==> config.mk <==
export PLATFORM = sky130hd
export DESIGN_NAME = incubator_sensor_scheduler
export DESIGN_NICKNAME = d
export VERILOG_FILES = /design/src/rtl/incubator_pkg.sv /design/src/rtl/incubator_tick_counter.sv /design/src/rtl/incubator_sensor_scheduler.sv
export SDC_FILE = /design/constraint.sdc
export NUM_CORES = 1
export LEC_CHECK = 0
export BUFFER_PORTS_ARGS = -buffer_cell sky130_fd_sc_hd__buf_2
export CAP_MARGIN = 15
export CORE_MARGIN = 2
export CORE_UTILIZATION = 57
export DETAILED_ROUTE_END_ITERATION = 10
export PLACE_DENSITY = 0.88
export SYNTH_ARGS = -nofsm -noshare
export SYNTH_HDL_FRONTEND = slang
export SYNTH_HIERARCHICAL = 1
export SYNTH_SLANG_ARGS = --single-unit
==> constraint.sdc <==
create_clock -name clk -period 5.2 [get_ports clk]
set_input_delay 1.56 -clock clk [delete_from_list [all_inputs] [get_ports clk]]
set_output_delay 1.56 -clock clk [all_outputs]
set_load 0.02 [all_outputs]
==> src/rtl/incubator_pkg.sv <==
// Shared types and constants for the incubator probe scheduler.
// Range limits are only consulted when SENS_RANGE_CHECK_EN is defined.
package incubator_pkg;

    typedef enum logic [2:0] {
        IDLE,
        REQ,
        WAIT,
        NEXT,
        AVG
    } state_t;

    localparam int TEMP_W         = 8;
    localparam int TEMP_RESET_DEF = 25;
    localparam int RANGE_MIN      = -40;
    localparam int RANGE_MAX      = 85;

endpackage

==> src/rtl/incubator_tick_counter.sv <==
// Saturating up-counter with synchronous clear and terminal-count flag.
// Holds at TERM until cleared.
module incubator_tick_counter #(
    parameter int          WIDTH = 8,
    parameter int unsigned TERM  = 1
) (
    input  logic clk,
    input  logic rst,
    input  logic clr,
    input  logic en,
    output logic tc
);

    logic [WIDTH-1:0] cnt_q;
    logic [WIDTH-1:0] cnt_d;

    assign tc = (cnt_q == WIDTH'(TERM));

    always_comb begin
        cnt_d = cnt_q;
        if (clr) begin
            cnt_d = '0;
        end else if (en && !tc) begin
            cnt_d = cnt_q + 1'b1;
        end
    end

    always_ff @(posedge clk) begin
        if (rst) begin
            cnt_q <= '0;
        end else begin
            cnt_q <= cnt_d;
        end
    end

endmodule

==> src/rtl/incubator_sensor_scheduler.sv <==
// Polls N_SENS probes in turn, averages the readings, flags silent probes.
// Define SENS_RANGE_CHECK_EN to reject acknowledged samples outside [-40, 85].
module incubator_sensor_scheduler
    import incubator_pkg::*;
#(
    parameter int N_SENS     = 4,
    parameter int PERIOD     = 100,
    parameter int TIMEOUT    = 15,
    parameter int TEMP_RESET = TEMP_RESET_DEF
) (
    input  logic              clk,
    input  logic              rst,
    output logic [N_SENS-1:0] sens_req,
    input  logic [N_SENS-1:0] sens_ack,
    input  logic [7:0]        sens_data,
    output logic [7:0]        temp_out,
    output logic              temp_valid,
    output logic [N_SENS-1:0] fault,
    output logic              alarm
);

    localparam int IDX_W = $clog2(N_SENS);
    localparam int ACC_W = TEMP_W + IDX_W;
    localparam int PER_W = $clog2(PERIOD) + 1;
    localparam int TO_W  = $clog2(TIMEOUT) + 1;

    state_t                    state_q, state_d;
    logic [IDX_W-1:0]          idx_q, idx_d;
    logic signed [ACC_W-1:0]   acc_q, acc_d;
    logic                      resp_q, resp_d;
    logic [N_SENS-1:0]         req_q, req_d;
    logic signed [TEMP_W-1:0]  temp_q, temp_d;
    logic                      valid_q, valid_d;
    logic [N_SENS-1:0]         fault_q, fault_d;
    logic                      alarm_q, alarm_d;

    logic per_tc;
    logic to_tc;
    logic ack_sel;
    logic data_ok;
    logic signed [TEMP_W-1:0] sample;

    incubator_tick_counter #(
        .WIDTH (PER_W),
        .TERM  (PERIOD - 1)
    ) u_period (
        .clk (clk),
        .rst (rst),
        .clr (state_q == IDLE && per_tc),
        .en  (state_q == IDLE),
        .tc  (per_tc)
    );

    incubator_tick_counter #(
        .WIDTH (TO_W),
        .TERM  (TIMEOUT - 1)
    ) u_timeout (
        .clk (clk),
        .rst (rst),
        .clr (state_q == REQ),
        .en  (state_q == WAIT),
        .tc  (to_tc)
    );

    assign sample  = $signed(sens_data);
    assign ack_sel = sens_ack[idx_q];

`ifdef SENS_RANGE_CHECK_EN
    assign data_ok = (sample >= RANGE_MIN) && (sample <= RANGE_MAX);
`else
    assign data_ok = 1'b1;
`endif

    always_comb begin
        state_d = state_q;
        idx_d   = idx_q;
        acc_d   = acc_q;
        resp_d  = resp_q;
        req_d   = req_q;
        temp_d  = temp_q;
        valid_d = 1'b0;
        fault_d = fault_q;
        alarm_d = alarm_q;
        unique case (state_q)
            IDLE: begin
                if (per_tc) begin
                    state_d = REQ;
                    idx_d   = '0;
                    acc_d   = '0;
                    resp_d  = 1'b0;
                    req_d   = N_SENS'(1);
                end
            end
            REQ: begin
                state_d = WAIT;
            end
            WAIT: begin
                // A rejected sample falls through to the substitute path.
                if (ack_sel && data_ok) begin
                    acc_d          = acc_q + ACC_W'(sample);
                    resp_d         = 1'b1;
                    fault_d[idx_q] = 1'b0;
                    req_d          = '0;
                    state_d        = NEXT;
                end else if (ack_sel || to_tc) begin
                    acc_d          = acc_q + ACC_W'(temp_q);
                    fault_d[idx_q] = 1'b1;
                    req_d          = '0;
                    state_d        = NEXT;
                end
            end
            NEXT: begin
                if (idx_q == IDX_W'(N_SENS - 1)) begin
                    state_d = AVG;
                end else begin
                    idx_d   = idx_q + 1'b1;
                    req_d   = N_SENS'(1) << idx_d;
                    state_d = REQ;
                end
            end
            AVG: begin
                if (resp_q) begin
                    temp_d  = TEMP_W'(acc_q >>> IDX_W);
                    valid_d = 1'b1;
                    alarm_d = 1'b0;
                end else begin
                    alarm_d = 1'b1;
                end
                state_d = IDLE;
            end
            default: state_d = IDLE;
        endcase
    end

    always_ff @(posedge clk) begin
        if (rst) begin
            state_q <= IDLE;
            idx_q   <= '0;
            acc_q   <= '0;
            resp_q  <= 1'b0;
            req_q   <= '0;
            temp_q  <= TEMP_W'(TEMP_RESET);
            valid_q <= 1'b0;
            fault_q <= '0;
            alarm_q <= 1'b0;
        end else begin
            state_q <= state_d;
            idx_q   <= idx_d;
            acc_q   <= acc_d;
            resp_q  <= resp_d;
            req_q   <= req_d;
            temp_q  <= temp_d;
            valid_q <= valid_d;
            fault_q <= fault_d;
            alarm_q <= alarm_d;
        end
    end

    assign sens_req   = req_q;
    assign temp_out   = temp_q;
    assign temp_valid = valid_q;
    assign fault      = fault_q;
    assign alarm      = alarm_q;

endmodule

==> run metrics <==
reg2reg end=acc_q[9]$_SDFFE_PP0P_; DR pass1 iterations=4; Worst Setup SP=sens_ack[3]; crit path capture=acc_q[9]$_SDFFE_PP0P_; Clk pwr share=0.418; Post-DP HPWL=between 3000 and 4000 um; Core Region=around 4300 sq um; Worst Hold Class=reg2reg; htree depth=2; most common cell after layout, fill and taps aside=dfxtp_1; CTS sink cnt=47; Final ANT Viol Nets=0; Final #Nets=roughly 350; hold_buf cts=0; fraction of power spent switching nets=0.2187; clk slew on worst S/H paths=0.09 ns; total track usage=0.2217; relative slew slack=0.3725; Max-cap violations=0; # fillers=approximately 350; multi-input logic area=between 1500 and 2000 sq um; Die H=70.82 um; CP Launch Type=primary input; Buffers on Ports=31; fmax=240.8 MHz; n_diodes=0; CTS root buf=clkbuf_8; ys async rst share=0; TNS Setup=0 ns; EDFF count, synth=0; Placer Congestion=around 0.93; Worst-Margin Slew=roughly 0.94 ns; hold_ws=0.4518 ns; Setup crit end kind=flop; DRC viols=0; Mean Syn Cell Area=roughly 8.8 sq um; dominant synthesized flop cell=dfxtp_1; Synth Register Bits=between 40 and 50; Final Max Tran Viols=0; worst setup path class=in2reg; Worst R2R Setup Slack=1.81 ns; Int Power=roughly 0.00054 W; # rows=24; share of power burned in registers=0.532; DRT iter0 DRCs=around 110; RSZ-0062 raised after global routing=false; Syn Inst Count=slightly below 300; Tmin final=a little over 4 ns; Psw=roughly 0.00015 W; PostCTS Resize Cnt=0; vias per inst=5.810; required time of the worst setup path=5.46 ns; Syn Std Cell Area=around 2500 sq um; drt total wl=between 5000 and 6000 um; largest vdd supply drop=between 0.00015 and 0.0002 V; power per cell area=~240 nW/um^2; Distinct cells, synth=54; sequential share of the synthesized area=0.3697; first-pass GRT wire length=just over 9000 um; syn nets=~320; largest net degree at the start of global routing=47; share of layout cells above drive strength 1=0.1994; leak pwr=~1.2 nW; synth warn=6; I/O Pins=32; most frequent cells in the layout=dfxtp_1 (47), nand2_1 (34), a21oi_1 (31), buf_2 (31), nor2_1 (20); final setup violation count=0; initial antenna violation count=0; Clock Path Buffers=2; Critical Path AT=4.41 ns; FF-to-FF Start=idx_q[0]$_SDFFE_PP0P_; final period utilization=0.7986; Num CTS Buffers=5; combinational share of power=0.050; worst-path fanout max=11; Reg area=around 940 sq um; CTS tree=built; total global routing overflow=0; Clk Latency, worst-skew pair=about 0.31 ns; vias in the first global route=a little over 2000; drt wl/cell=~14 um; Fin. Hold Viols=0; WHS Path Cells=2; status=complete, no violations; Area Overhead vs Synth=11.06%; Final Util=0.6536; Clock Skew=approximately 0.011 ns; via count=roughly 2100; r2r worst-path depth=9; die area=approximately 5000 sq um; die width=about 71 um; post-CTS setup buffers=0; Starting Density=0.5885
-- synth_stat cells, drive strengths merged (6+ instances only) --
master  count  area share
clkbuf      9       0.013
nand2      34       0.050
nand3b      9       0.027
nand3      17       0.035
a21oi      31       0.061
dfxtp      47        0.37
or3         6       0.017
inv         9       0.013
ha         19       0.093
nor2       22       0.034
o21ai       9       0.022
mux2        7       0.031
nor3        6       0.012
-- registers in the layout, summed over array words and instances, names as in the netlist, 2 cells and up, named ones only --
signal           cells
state_q              3
u_period/cnt_q       8
sens_req             4
acc_q               10
idx_q                2
u_timeout/cnt_q      5
temp_out             8
-- worst min path at each step --
stage                               startpoint                              end  slack, ns
4_1_cts               sens_req[2]$_SDFFE_PP0P_         sens_req[2]$_SDFFE_PP0P_       0.46
3_3_place_gp          sens_req[2]$_SDFFE_PP0P_         sens_req[2]$_SDFFE_PP0P_       0.44
5_1_grt               sens_req[2]$_SDFFE_PP0P_         sens_req[2]$_SDFFE_PP0P_       0.47
2_1_floorplan  u_timeout/cnt_q[4]$_SDFFE_PP0P_  u_timeout/cnt_q[4]$_SDFFE_PP0P_       0.44
3_5_place_dp          sens_req[2]$_SDFFE_PP0P_         sens_req[2]$_SDFFE_PP0P_       0.44
6_report              sens_req[2]$_SDFFE_PP0P_         sens_req[2]$_SDFFE_PP0P_       0.45
-- per-layer routing --
metal,vias up,share of wire,track usage
met2,31,0.48,0.3718
met4,0,0.0086,0.06918
met3,4,0.026,0.05271
met5,-,0,0
li1,1087,-,-
met1,1016,0.49,0.2834
-- power by group through the flow --
stage,logic (W),registers (W),clock network [W]
floorplan,0.0000252,0.000372,0
global placement,0.0000333,0.000373,0
detailed placement,0.0000341,0.000373,0
CTS,0.0000343,0.000365,0.000292
global route,0.0000383,0.000365,0.000305
finish,0.0000342,0.000364,0.000287
-- kinds of logic (layout without fill, tap and decap cells) --
| kind of cell | Yosys count | count (layout) | synth area share |
|---|---|---|---|
| adders and majority gates | 20 | 20 | 0.1013 |
| muxes | 11 | 11 | 0.05162 |
| xor gates and xnor gates | 7 | 7 | 0.02409 |
| buffers and inverters | 21 | 48 | 0.03687 |
| AOI/OAI and AO/OA | 66 | 66 | 0.1657 |
| and+or+nand+nor | 117 | 117 | 0.2507 |
| DFF | 47 | 47 | 0.3697 |
-- stage by stage --
stage	cell area, sq um	worst slack, ns	power [W]	std cells
2_1_floorplan	2545	1.041	0.0003975	289
5_1_grt	2826	0.9165	0.0007085	368
3_3_place_gp	2705	0.8408	0.0004062	360
6_report	2826	1.048	0.0006853	368
4_1_cts	2826	1.049	0.0006905	368
3_5_place_dp	2705	0.7325	0.0004071	360
-- layout make-up --
cell class / instances / share of cell area
Multi-Input combinational cell: 221 / 0.5343
Sequential cell: 47 / 0.3329
Timing Repair Buffer: 31 / 0.05489
Clock buffer: 6 / 0.02922
Tap cell: 52 / 0.02302
Clock inverter: 2 / 0.01372
Inverter: 9 / 0.01195
-- worst max-delay path, cell delays in order --
cell,delay [ns]
buf_2,0.09
mux4_2,0.63
mux2_2,0.34
ha_1,0.34
a21o_1,0.20
a21oi_1,0.24
a21oi_1,0.12
or3_4,0.38
a2111oi_2,0.35
nand3b_1,0.14
No activity file was read; power rests on OpenSTA's default activity.
